## config.mk

```make
export PLATFORM = sky130hd
export DESIGN_NAME = int_timer
export DESIGN_NICKNAME = d
export VERILOG_FILES = /design/src/rtl/int_ctrl_pkg.sv /design/src/rtl/int_tick_gen.sv /design/src/rtl/int_timer.sv
export SDC_FILE = /design/constraint.sdc
export NUM_CORES = 1
export LEC_CHECK = 0
export ABC_AREA = 1
export BUFFER_PORTS_ARGS = -buffer_cell sky130_fd_sc_hd__buf_2
export CORE_ASPECT_RATIO = 1.75
export CORE_MARGIN = 2
export CORE_UTILIZATION = 40
export DETAILED_ROUTE_END_ITERATION = 10
export PLACE_DENSITY = 0.64
export SKIP_CTS_REPAIR_TIMING = 1
export SYNTH_ARGS = -nofsm -noshare
export SYNTH_HDL_FRONTEND = slang
export SYNTH_SLANG_ARGS = --single-unit
```

## constraint.sdc

```tcl
create_clock -name clk_32k -period 3.9 [get_ports clk_32k]
set_clock_uncertainty 0.2 [all_clocks]
set_input_delay 0.975 -clock clk_32k [delete_from_list [all_inputs] [get_ports clk_32k]]
set_output_delay 0.975 -clock clk_32k [all_outputs]
set_load 0.1 [all_outputs]
```

## src/rtl/int_ctrl_pkg.sv

```systemverilog
// Shared timer/interrupt-controller definitions: state encoding, defaults, sel clamp.
package int_ctrl_pkg;

  localparam int unsigned TICK_CYC_DEF = 6554;
  localparam int unsigned SEL_MAX_DEF  = 300;
  localparam int unsigned SEL_W        = 9;

  typedef logic [1:0] state_t;

  localparam state_t ST_IDLE = 2'd0;
  localparam state_t ST_RUN  = 2'd1;
  localparam state_t ST_DONE = 2'd2;

  // Force a requested period into [1;sel_max].
  function automatic logic [SEL_W-1:0] clamp_sel(input logic [SEL_W-1:0] sel,
                                                  input logic [SEL_W-1:0] sel_max);
    logic [SEL_W-1:0] res;
    res = sel;
    if (sel == '0) begin
      res = SEL_W'(1);
    end else if (sel > sel_max) begin
      res = sel_max;
    end
    return res;
  endfunction

endpackage

```

## src/rtl/int_tick_gen.sv

```systemverilog
// Prescaler: counts clk_32k cycles while run is high and flags the wrap cycle.
module int_tick_gen
  import int_ctrl_pkg::*;
#(
  parameter int unsigned TICK_CYC = TICK_CYC_DEF
) (
  input  logic clk_32k,
  input  logic rst,
  input  logic run,
  output logic tick_c
);

  localparam int unsigned     CNT_W    = (TICK_CYC > 1) ? $clog2(TICK_CYC) : 1;
  localparam logic [CNT_W-1:0] CNT_LAST = CNT_W'(TICK_CYC - 1);

  logic [CNT_W-1:0] cnt;

  // Count 0..TICK_CYC-1 while running; held at zero otherwise.
  always_ff @(posedge clk_32k or posedge rst) begin
    if (rst) begin
      cnt <= '0;
    end else if (!run) begin
      cnt <= '0;
    end else if (cnt == CNT_LAST) begin
      cnt <= '0;
    end else begin
      cnt <= cnt + CNT_W'(1);
    end
  end

  // Tick is the edge on which the counter wraps.
  assign tick_c = run && (cnt == CNT_LAST);

endmodule

```

## src/rtl/int_timer.sv

```systemverilog
// Periodic / single-shot interrupt timer counting 0.2 s ticks of a 32 kHz clock.
module int_timer
  import int_ctrl_pkg::*;
#(
  parameter int unsigned TICK_CYC = TICK_CYC_DEF,
  parameter int unsigned SEL_MAX  = SEL_MAX_DEF
) (
  input  logic             clk_32k,
  input  logic             rst,
  input  logic             rg_timer_on,
  input  logic             rg_timer_mode,
  input  logic [SEL_W-1:0] rg_timer_sel,
  output logic             timer_int_flag,
  output logic             timer_busy,
  output logic [SEL_W-1:0] timer_remain
);

  localparam logic [SEL_W-1:0] SEL_MAX_V = SEL_W'(SEL_MAX);

  state_t           state, state_nxt;
  logic [SEL_W-1:0] sel_q, sel_nxt;
  logic [SEL_W-1:0] tick_cnt, tick_nxt;
  logic [SEL_W-1:0] tick_inc;
  logic [SEL_W-1:0] remain_nxt;
  logic             flag_nxt;
  logic             busy_nxt;
  logic             run_c;
  logic             tick_c;

  // Prescaler stops the same edge that on drops, so counters clear together.
  assign run_c = (state == ST_RUN) && rg_timer_on;

  int_tick_gen #(
    .TICK_CYC (TICK_CYC)
  ) u_tick_gen (
    .clk_32k (clk_32k),
    .rst     (rst),
    .run     (run_c),
    .tick_c  (tick_c)
  );

  assign tick_inc = tick_cnt + SEL_W'(1);

  // Next-state, period bookkeeping and next output values.
  always_comb begin
    state_nxt = state;
    sel_nxt   = sel_q;
    tick_nxt  = tick_cnt;
    flag_nxt  = 1'b0;

    if (!rg_timer_on) begin
      state_nxt = ST_IDLE;
      tick_nxt  = '0;
    end else begin
      case (state)
        ST_IDLE: begin
          state_nxt = ST_RUN;
          sel_nxt   = clamp_sel(rg_timer_sel, SEL_MAX_V);
          tick_nxt  = '0;
        end
        ST_RUN: begin
          if (tick_c) begin
            if (tick_inc == sel_q) begin
              flag_nxt = 1'b1;
              tick_nxt = '0;
              if (rg_timer_mode) begin
                sel_nxt = clamp_sel(rg_timer_sel, SEL_MAX_V);
              end else begin
                state_nxt = ST_DONE;
              end
            end else begin
              tick_nxt = tick_inc;
            end
          end
        end
        ST_DONE: begin
          tick_nxt = '0;
        end
        default: begin
          state_nxt = ST_IDLE;
          tick_nxt  = '0;
        end
      endcase
    end

    busy_nxt   = (state_nxt == ST_RUN);
    remain_nxt = busy_nxt ? (sel_nxt - tick_nxt) : '0;
  end

  // State, latched period and registered outputs.
  always_ff @(posedge clk_32k or posedge rst) begin
    if (rst) begin
      state          <= ST_IDLE;
      sel_q          <= SEL_W'(1);
      tick_cnt       <= '0;
      timer_int_flag <= 1'b0;
      timer_busy     <= 1'b0;
      timer_remain   <= '0;
    end else begin
      state          <= state_nxt;
      sel_q          <= sel_nxt;
      tick_cnt       <= tick_nxt;
      timer_int_flag <= flag_nxt;
      timer_busy     <= busy_nxt;
      timer_remain   <= remain_nxt;
    end
  end

endmodule
```

==> results of run 1 <==
==> worst max-delay path: stages (launching register included) <==
cell and delay (ps):
dfrtp_1 410, ha_4 270, inv_1 40, nand2_1 50, nand2_1 50, nor2_1 100
nand3_1 100, nor2_1 130, nand3_2 110, nor2_4 160, nand3_4 120, o21ai_4 160
nand3_2 100, nand2_2 100, a21oi_2 50, ha_2 210, fa_2 390, o31ai_4 330
a21oi_2 120, nand3b_1 170, nand2_1 90, nand3_1 70, nand2_1 60, nor2_1 50
==> logic make-up after synthesis <==
| group | after synthesis |
|---|---|
| simple gates | 193 |
| fa+ha+maj | 12 |
| flops | 44 |
| compound gates | 63 |
| buf+inv | 68 |
| xor+xnor | 3 |
==> cell usage after synthesis (4+ instances only) <==
| cell type | n |
|---|---|
| o21ai_0 | 12 |
| nand4_1 | 4 |
| nand2_1 | 83 |
| a21oi_2 | 5 |
| inv_2 | 5 |
| a21oi_1 | 21 |
| o22ai_1 | 5 |
| inv_1 | 57 |
| nor3_1 | 7 |
| o211ai_1 | 8 |
| nand3_1 | 25 |
| nand3_2 | 5 |
| nor2_1 | 47 |
| dfrtp_1 | 43 |
| nand3b_1 | 4 |
| ha_1 | 11 |
| nor2_4 | 4 |
==> sequential cells by signal (all words and copies together), names as in the netlist, named ones only <==
signal,count
state,2
timer_remain,9
timer_busy,1
sel_q,7
timer_int_flag,1
u_tick_gen.cnt,13
tick_cnt,9
==> layout make-up <==
type                    count  area share (%)
inverters                  65            7.20
clock buffers               7            4.13
repair buffers             46            8.33
multi-input cells         271            45.2
well taps                  84            3.04
clock inverters             1           0.217
flip-flops and latches     44            31.9
==> per-stage QoR <==
step                TNS [ps]  util [%]  setup slack [ps]  instance area, um2
global route           -27.2      50.0             -27.2                3460
CTS                        0      48.7              29.6                3360
floorplan                  0         -              25.3                2880
detailed placement      -148      46.5              -103                3210
finish                     0      50.0               141                3460
global placement        -124      46.5             -93.3                3210
==> metal layers <==
layer | part of all wire [%] | vias to the layer above | wire length (um)
met5 | 0 | - | 0
met4 | 4.5 | 0 | 316
met3 | 1.5 | 19 | 106
met2 | 57 | 39 | 4020
met1 | 37 | 1198 | 2630
li1 | - | 1340 | -
==> final timing paths <==
| check | startpoint | end | slack [ps] | cells after the start |
|---|---|---|---|---|
| hold / removal | u_tick_gen.cnt[0] | u_tick_gen.cnt[0] | 300 | 1 |
| min in group asynchronous | rst | tick_cnt[0] | 700 | 2 |
| setup / recovery | tick_cnt[1] | timer_remain[8] | 140 | 23 |
| setup reg to reg | tick_cnt[1] | timer_remain[8] | 140 | 23 |
| max in group asynchronous | rst | tick_cnt[6] | 2190 | 2 |
| hold reg to reg | u_tick_gen.cnt[0] | u_tick_gen.cnt[0] | 300 | 1 |
==> power breakdown <==
group	switching, mW	internal, mW	leakage (nW)
combinational	0.217	0.0861	1.01
clock	0.178	0.255	0.0701
sequential	0.0138	0.482	0.570
total	0.409	0.823	1.65
==> qor.csv, run 1 <==
stage,metric,value,unit
layout,Finished Layout Cells,518,
route,via count,2596,
run_status,outcome,"complete, no violations",
synth,Ys Warns,0,
critical_path,Critical Path RT,3880,ps
critical_path,Startpoint Class,flip-flop,
clock_tree,clk_lat worst skew,290,ps
critical_path,Critical Path AT,3740,ps
critical_path,Crit Path Category,flip-flop to flip-flop,
timing,Worst-Margin Slew,958,ps
floorplan,Die ar.,7880,um2
floorplan,# rows,40,
global_routing,most crowded layer after global routing,met2,
clock_tree,"Clk pin slew, worst setup/hold paths",60,ps
synth,Post-Synthesis Net Count,408,
clock_tree,CTS Buffer Depth,2,
placement,Port Buffers,23,
synth,largest family of logic cells by synthesized area,simple AND/OR/NAND/NOR gates,
synth,Synth area leader,dfrtp_1,
synth,Synth Area in XOR/XNOR,0.918,%
layout,Synth-to-Final Area Change,20.7,%
global_routing,M2 GR Usage,38.4,%
route,antenna-violating nets left,0,
timing,FMAX,0.266,GHz
timing,hold slack final,297,ps
min_path,Hold Path Class,flip-flop to flip-flop,
global_routing,met3 usage,2.62,%
pwr,Power per Cell Area,356,nW/um2
synth,mux cell area share after synthesis,0,%
synth,"Seq/Total Area, Yosys",38.5,%
critical_path,CP max FO,4,
synth,area of the mapped netlist,2860,um2
floorplan,die height,116,um
synth,Post-synth EDFFs,0,
clock_tree,TritonCTS clock tree,done,
flow_run,max-cap violation count,0,
placement,Final GP Congestion,0.888,
layout,most frequent cells in the layout,"82 x nand2_1, 56 x inv_1, 47 x nor2_1, 43 x dfrtp_1, 24 x nand3_1",
timing,Finish-stage setup viols,0,
route,vias per cell,5.01,
timing,Tmin final,3760,ps
clock_tree,H-tree lvl count,2,
critical_path,Setup crit end kind,flip-flop,
global_routing,GRT overflow,0,
global_routing,initial antenna violation count,0,
synth,cell count after synthesis,383,
clock_tree,# clock sinks,44,
layout,Multi-input gate area,1560,um2
floorplan,DIE WIDTH,68.0,um
route,Remaining DRCs,0,
pwr,VDD IR max,248,uV
synth,Synth cell types,41,
synth,Synth Area in Compound Gates,13.4,%
timing,final count of hold timing violations,0,
route,Initial DRC Count,118,
placement,placed cells,505,
synth,largest cells by area after synthesis,"dfrtp_1 38%, nand2_1 11%, inv_1 7.5%",
global_routing,met1 Use GR,20.7,%
route,drt first pass iters,4,
layout,Post-layout nets,458,
synth,synthesis-stage register bit count,44,
route,Avg WL per Cell,13.7,um
pwr,Power Total,1.23,mW
timing,final slew viol count,0,
timing,Final Cycle Share,96.4,%
global_routing,first-pass GRT wire length,11.8,mm
floorplan,I/O pins,24,
placement,Final HPWL DP,5.70,mm
global_routing,GRT Total Usage,20.3,%
layout,diodes inserted,0,
synth,Post-Synth Adder-Cell Area,5.51,%
clock_tree,Root Driver,clkbuf_16,
synth,Post-synth ARST share,100,%
layout,Storage cell area,1100,um2
floorplan,Starting Density,41.4,%
synth,Simple-Gate Fraction of Synth Area,32.2,%
pwr,leakage,1.65,nW
clock_tree,total CTS buffers,5,
layout,"commonest non-fill, non-tap cell in the layout",nand2_1,
floorplan,core area,6910,um2
global_routing,largest net degree at the start of global routing,45,
synth,dominant synthesized flop cell,dfrtp_1,
synth,top-area cell type share of the netlist area,37.6,%
layout,layout cell share with drive strength beyond 1,22.8,%
layout,Fill cells,712,
synth,syn avg cell area,7.47,um2
route,drt total wl,7.08,mm
global_routing,vias in the first global route,2549,
timing,max_slew headroom,36.1,%
(Power assumes the default switching activity.)
==> inputs of run 2 (changes only) <==
Settings changed: SETUP_SLACK_MARGIN set to 0.3.
==> run 2 against run 1 <==
- register-to-register slack gained 50 ps
- clock power shrank 5.8%
- clock-buffer cell count shrank 2
- worst hold slack gained 1.3 ps
- core utilization grew 0.36 points
- via count grew 0.77%
- non-clock buffer count is the same
- cell count shrank 0.19%
- global-route usage shrank 0.15 points
- power shrank 0.57%
- critical endpoint is now timer_remain[6]
- highest routed layer unchanged
==> qor.csv, run 2 (synthesis gave the netlist of run 1 again) <==
stage,metric,value,unit,change
route,M1 wire length,2.59,mm,was 2.63 mm
placement,placed cells,506,,was 505
critical_path,slowest CP cell,dfrtp_1,,unchanged
pwr,Power Total,1.22,mW,was 1.23 mW
clock_tree,total CTS buffers,5,,unchanged
global_routing,largest net degree at the start of global routing,45,,unchanged
timing,final count of hold timing violations,0,,unchanged
timing,Tmin final,3710,ps,was 3760 ps
placement,Port Buffers,23,,unchanged
timing,final slew viol count,0,,unchanged
clock_tree,CTS Buffer Depth,2,,unchanged
layout,Finished Layout Cells,517,,was 518
critical_path,crit-path leading delay family,simple AND/OR/NAND/NOR gates,,unchanged
timing,worst setup margin,190,ps,was 141 ps
global_routing,initial antenna violation count,0,,unchanged
min_path,Worst Hold Path EP,u_tick_gen.cnt[0],,unchanged
placement,Area after DPL,3240,um2,was 3210 um2
route,Initial DRC Count,59,,was 118
critical_path,Critical Path AT,3690,ps,was 3740 ps
global_routing,GRT overflow,0,,unchanged
timing,hold slack final,298,ps,was 297 ps
critical_path,R2R Path End,timer_remain[6],,was timer_remain[8]
route,vias per cell,5.06,,was 5.01
floorplan,Die ar.,7880,um2,unchanged
critical_path,Crit Path Category,flip-flop to flip-flop,,unchanged
run_status,outcome,"complete, no violations",,unchanged
clock_tree,# clock sinks,44,,unchanged
route,metal3 WL,167,um,was 106 um
timing,Finish-stage setup viols,0,,unchanged
layout,Post-layout nets,458,,unchanged
pwr,leakage,1.65,nW,about the same
layout,Top reg by flops,u_tick_gen.cnt,,unchanged
critical_path,r2r worst-path depth,23,,unchanged
route,Top Metal Used,met4,,unchanged
placement,Setup WS pre-CTS,-42.8,ps,was -103 ps
timing,RSZ-0062 raised after global routing,true,,
placement,Final HPWL DP,5.64,mm,was 5.70 mm
route,drt total wl,7.02,mm,was 7.08 mm
critical_path,CP max FO,4,,unchanged
min_path,HP Start,u_tick_gen.cnt[0],,unchanged
layout,Synth-to-Final Area Change,21.6,%,was 20.7%
route,met2 WL post-DR,4.07,mm,was 4.02 mm
floorplan,core area,6910,um2,unchanged
clock_tree,clk_lat worst skew,290,ps,about the same
clock_tree,TritonCTS clock tree,done,,unchanged
floorplan,die height,116,um,unchanged
timing,FMAX,0.270,GHz,was 0.266 GHz
critical_path,worst path bufs/invs,1,,unchanged
route,via count,2616,,was 2596
min_path,Hold Path Class,flip-flop to flip-flop,,unchanged
floorplan,I/O pins,24,,unchanged
route,Remaining DRCs,0,,unchanged
clock_tree,H-tree lvl count,2,,unchanged
global_routing,first-pass GRT wire length,11.8,mm,about the same
layout,Fill cells,680,,was 712
flow_run,max-cap violation count,0,,unchanged
critical_path,"Largest stage delay, worst path",410,ps,about the same
timing,Worst-Margin Slew,940,ps,was 958 ps
layout,"commonest non-fill, non-tap cell in the layout",nand2_1,,unchanged
critical_path,Critical Path RT,3880,ps,about the same
clock_tree,"Clk pin slew, worst setup/hold paths",60,ps,about the same
route,antenna-violating nets left,0,,unchanged
pwr,Power per Cell Area,352,nW/um2,was 356 nW/um2
global_routing,GRT Total Usage,20.1,%,was 20.3%
critical_path,Setup crit end kind,flip-flop,,unchanged
layout,final instance area,3480,um2,was 3460 um2
route,drt first pass iters,4,,unchanged
floorplan,# rows,40,,unchanged
timing,Final Cycle Share,95.1,%,was 96.4%
floorplan,Starting Density,41.4,%,unchanged
layout,Util after Layout,50.4,%,was 50.0%
min_path,Hold Path Depth,1,,unchanged
global_routing,vias in the first global route,2575,,was 2549
critical_path,worst path cell trace,ha_4 > inv_2 > nand2_1 > nand2_1 > nor2_1 > nand3_1 > nor2_2 > nand3_2 > nor2_4 > nand3_4 > o21ai_4 > nand3_2 > nand2_2 > a21oi_2 > ha_2 > fa_2 > o31ai_4 > and2_4 > nor2_2 > nor2_2 > o21ai_1 > nand2_1 > nor2_1,,was ha_4 > inv_1 > nand2_1 > nand2_1 > nor2_1 > nand3_1 > nor2_1 > nand3_2 > nor2_4 > nand3_4 > o21ai_4 > nand3_2 > nand2_2 > a21oi_2 > ha_2 > fa_2 > o31ai_4 > a21oi_2 > nand3b_1 > nand2_1 > nand3_1 > nand2_1 > nor2_1
layout,Storage cell area,1100,um2,unchanged
placement,Final GP Congestion,0.856,,was 0.888
layout,most frequent cells in the layout,"81 x nand2_1, 55 x inv_1, 43 x nor2_1, 43 x dfrtp_1, 24 x nand3_1",,"was 82 x nand2_1, 56 x inv_1, 47 x nor2_1, 43 x dfrtp_1, 24 x nand3_1"
layout,Multi-input gate area,1590,um2,was 1560 um2
critical_path,Startpoint Class,flip-flop,,unchanged
pwr,VDD IR max,241,uV,was 248 uV
layout,layout cell share with drive strength beyond 1,24.7,%,was 22.8%
critical_path,flop2flop setup slack,190,ps,was 140 ps
clock_tree,Root Driver,clkbuf_16,,unchanged
layout,diodes inserted,0,,unchanged
layout,number of flip-flops in the largest register,13,,unchanged
floorplan,DIE WIDTH,68.0,um,unchanged
timing,max_slew headroom,37.3,%,was 36.1%
layout,Largest regs,"u_tick_gen.cnt (13), tick_cnt (9), timer_remain (9)",,unchanged
route,Avg WL per Cell,13.6,um,was 13.7 um
timing,TNS Setup,0,ps,unchanged
critical_path,R2R Path Start,tick_cnt[1],,unchanged
==> run 2: cell count changes in the layout (fill, tap and decap cells not counted), sizes merged <==
cell	previous run	this run
clkbuf	7	5
clkinv	1	2
==> run 2: worst max path at each step <==
| stage | start | end | depth (start not counted) |
|---|---|---|---|
| floorplan | rg_timer_on | timer_remain[6] | 21 |
| CTS | tick_cnt[1] | timer_remain[8] | 23 |
| finish | tick_cnt[1] | timer_remain[6] | 23 |
| global placement | rg_timer_on | timer_remain[6] | 21 |
| detailed placement | rg_timer_on | timer_remain[8] | 21 |
| global route | tick_cnt[1] | timer_remain[8] | 23 |
==> run 2: final cells by class <==
class / count / share of cell area, %
clock buffer: 5 / 3.59
clock inverter: 2 / 0.359
inverter: 65 / 7.30
multi-input combinational: 271 / 45.7
sequential: 44 / 31.7
tap: 84 / 3.02
timing repair buffer: 46 / 8.38
==> run 2: power by group <==
group / switching, mW / internal (mW) / total (mW)
clock: 0.175 / 0.233 / 0.408
sequential: 0.0150 / 0.482 / 0.497
combinational: 0.222 / 0.0979 / 0.320
total: 0.412 / 0.812 / 1.22
==> run 2: worst reg2reg max path, cell delays in order (launching register included) <==
cell and delay, ps:
dfrtp_1 410, ha_4 280, inv_2 30, nand2_1 40, nand2_1 50, nor2_1 100
nand3_1 110, nor2_2 130, nand3_2 100, nor2_4 150, nand3_4 120, o21ai_4 150
nand3_2 90, nand2_2 100, a21oi_2 60, ha_2 190, fa_2 370, o31ai_4 360
and2_4 230, nor2_2 40, nor2_2 110, o21ai_1 80, nand2_1 70, nor2_1 30
==> run 2: layer usage <==
| layer | global-route usage, % | vias up |
|---|---|---|
| met5 | 0 | - |
| met4 | 8.93 | 0 |
| met3 | 3.11 | 17 |
| met2 | 38.1 | 43 |
| met1 | 20.8 | 1217 |
| li1 | - | 1339 |
==> inputs of run 3 (changes only) <==
Settings changed: CTS_BUF_LIST set to sky130_fd_sc_hd__clkbuf_2 sky130_fd_sc_hd__clkbuf_4 sky130_fd_sc_hd__clkbuf_8.
==> run 3 against run 2 <==
- combinational power is 1% higher
- core utilization is 0.67 points lower
- sequential power hardly changed
- clock-buffer cell count stayed put
- via count is 0.38% lower
- sequential share of layout area is 0.43 points higher
- flip-flop and latch count stayed put
- power is 9.7% lower
- worst setup slack worse by 9.0 ps
- register-to-register slack hardly changed
- fmax is 0.24% lower
- design area is 1.3% lower
- critical path type unchanged
- largest power group unchanged
==> qor.csv, run 3 (synthesis gave the netlist of run 1 again) <==
stage,metric,value,unit,change
route,antenna-violating nets left,0,,unchanged
clock_tree,clk_lat worst skew,310,ps,was 290 ps
critical_path,R2R Path End,timer_remain[6],,unchanged
placement,placed cells,506,,unchanged
timing,Finish-stage setup viols,0,,unchanged
global_routing,initial antenna violation count,0,,unchanged
clock_tree,TritonCTS clock tree,done,,unchanged
critical_path,Critical Path AT,3720,ps,was 3690 ps
critical_path,flop2flop setup slack,180,ps,was 190 ps
clock_tree,"Clk pin slew, worst setup/hold paths",80,ps,was 60 ps
critical_path,Crit Path Category,flip-flop to flip-flop,,unchanged
route,drt first pass iters,4,,unchanged
timing,TNS Setup,0,ps,unchanged
layout,number of flip-flops in the largest register,13,,unchanged
layout,diodes inserted,0,,unchanged
layout,Top reg by flops,u_tick_gen.cnt,,unchanged
floorplan,core area,6910,um2,unchanged
critical_path,r2r worst-path depth,23,,unchanged
clock_tree,total CTS buffers,5,,unchanged
critical_path,R2R Path Start,tick_cnt[1],,unchanged
global_routing,vias in the first global route,2593,,was 2575
placement,Final HPWL DP,5.64,mm,unchanged
timing,final slew viol count,0,,unchanged
pwr,Power per Cell Area,322,nW/um2,was 352 nW/um2
critical_path,Startpoint Class,flip-flop,,unchanged
route,via count,2606,,was 2616
placement,Port Buffers,23,,unchanged
run_status,outcome,"complete, no violations",,unchanged
placement,Final GP Congestion,0.856,,unchanged
min_path,Worst Hold Path EP,u_tick_gen.cnt[0],,unchanged
placement,Setup WS pre-CTS,-42.8,ps,unchanged
floorplan,# rows,40,,unchanged
pwr,VDD IR max,238,uV,was 241 uV
critical_path,Critical Path RT,3910,ps,was 3880 ps
layout,Largest regs,"u_tick_gen.cnt (13), tick_cnt (9), timer_remain (9)",,unchanged
route,Remaining DRCs,0,,unchanged
clock_tree,Root Driver,clkbuf_8,,was clkbuf_16
timing,RSZ-0062 raised after global routing,true,,unchanged
floorplan,Die ar.,7880,um2,unchanged
global_routing,GRT overflow,0,,unchanged
timing,worst setup margin,181,ps,was 190 ps
timing,hold slack final,301,ps,was 298 ps
layout,Fill cells,686,,was 680
layout,Post-layout nets,458,,unchanged
layout,Storage cell area,1100,um2,unchanged
route,Initial DRC Count,62,,was 59
critical_path,Setup crit end kind,flip-flop,,unchanged
global_routing,largest net degree at the start of global routing,45,,unchanged
route,Avg WL per Cell,13.7,um,was 13.6 um
placement,Area after DPL,3240,um2,unchanged
layout,Synth-to-Final Area Change,20.0,%,was 21.6%
global_routing,first-pass GRT wire length,11.8,mm,about the same
global_routing,GRT Total Usage,20.2,%,was 20.1%
timing,final count of hold timing violations,0,,unchanged
floorplan,die height,116,um,unchanged
clock_tree,CTS Buffer Depth,2,,unchanged
route,drt total wl,7.09,mm,was 7.02 mm
layout,final instance area,3430,um2,was 3480 um2
layout,layout cell share with drive strength beyond 1,25.4,%,was 24.7%
route,vias per cell,5.04,,was 5.06
timing,Worst-Margin Slew,942,ps,was 940 ps
timing,Tmin final,3720,ps,was 3710 ps
layout,"commonest non-fill, non-tap cell in the layout",nand2_1,,unchanged
floorplan,Starting Density,41.4,%,unchanged
pwr,leakage,1.63,nW,was 1.65 nW
timing,FMAX,0.269,GHz,was 0.270 GHz
layout,Multi-input gate area,1600,um2,was 1590 um2
timing,Final Cycle Share,95.4,%,was 95.1%
layout,most frequent cells in the layout,"80 x nand2_1, 55 x inv_1, 43 x nor2_1, 43 x dfrtp_1, 24 x nand3_1",,"was 81 x nand2_1, 55 x inv_1, 43 x nor2_1, 43 x dfrtp_1, 24 x nand3_1"
critical_path,CP max FO,4,,unchanged
flow_run,max-cap violation count,0,,unchanged
floorplan,I/O pins,24,,unchanged
timing,max_slew headroom,37.1,%,was 37.3%
min_path,HP Start,u_tick_gen.cnt[0],,unchanged
min_path,Hold Path Class,flip-flop to flip-flop,,unchanged
min_path,Hold Path Depth,1,,unchanged
clock_tree,H-tree lvl count,2,,unchanged
floorplan,DIE WIDTH,68.0,um,unchanged
clock_tree,# clock sinks,44,,unchanged
layout,Finished Layout Cells,517,,unchanged
-- run 3: cell count changes in the layout (fill, tap and decap cells not counted) --
cell / previous run / this run
nand2_1: 81 / 80
a21oi_1: 16 / 15
clkbuf_16: 5 / 0
a21oi_2: 10 / 11
nand2_2: 5 / 6
o21ai_2: 2 / 3
clkbuf_8: 0 / 5
o21ai_1: 5 / 4
-- run 3: area by class of cell --
class | instances | share of cell area (%)
clock buffer | 5 | 2.00
tap | 84 | 3.06
timing repair buffer | 46 | 8.49
sequential | 44 | 32.1
inverter | 65 | 7.40
clock inverter | 2 | 0.364
multi-input combinational | 271 | 46.6
-- run 3: worst max-delay path by stage --
| stage | from | end | slack [ps] | depth (start not counted) |
|---|---|---|---|---|
| after global routing | tick_cnt[1] | timer_remain[8] | -30 | 23 |
| after global placement | rg_timer_on | timer_remain[6] | -10 | 21 |
| after floorplan | rg_timer_on | timer_remain[6] | 70 | 21 |
| after detailed placement | rg_timer_on | timer_remain[8] | -40 | 21 |
| final | tick_cnt[1] | timer_remain[6] | 180 | 23 |
| after CTS | tick_cnt[1] | timer_remain[8] | 180 | 23 |
-- run 3: critical path, cell delays in order, from the launching register on --
cell and delay (ps):
dfrtp_1 420, ha_4 280, inv_2 30, nand2_1 40, nand2_1 50, nor2_1 100
nand3_1 110, nor2_2 120, nand3_2 100, nor2_4 150, nand3_4 120, o21ai_4 160
nand3_2 90, nand2_2 100, a21oi_2 60, ha_2 200, fa_2 370, o31ai_4 340
and2_4 220, nor2_2 40, nor2_2 110, o21ai_1 80, nand2_1 70, nor2_1 30
-- run 3: per-layer routing --
layer	up-vias	routed length, um	global-route usage (%)
li1	1336	-	-
met1	1214	2550	20.6
met2	41	4130	37.6
met3	15	207	3.50
met4	0	196	10.3
met5	-	0	0
-- run 3: report_power, final --
| part | switching, mW | total (mW) | internal [mW] |
|---|---|---|---|
| clock network | 0.164 | 0.285 | 0.121 |
| logic | 0.225 | 0.324 | 0.0992 |
| registers | 0.0148 | 0.496 | 0.481 |
| total | 0.404 | 1.11 | 0.702 |
-- run 3: per-stage QoR --
step / utilization (%) / power [mW]
2_1_floorplan: - / 0.730
3_3_place_gp: 46.9 / 0.799
3_5_place_dp: 46.9 / 0.803
4_1_cts: 48.0 / 1.09
5_1_grt: 49.7 / 1.17
6_report: 49.7 / 1.11
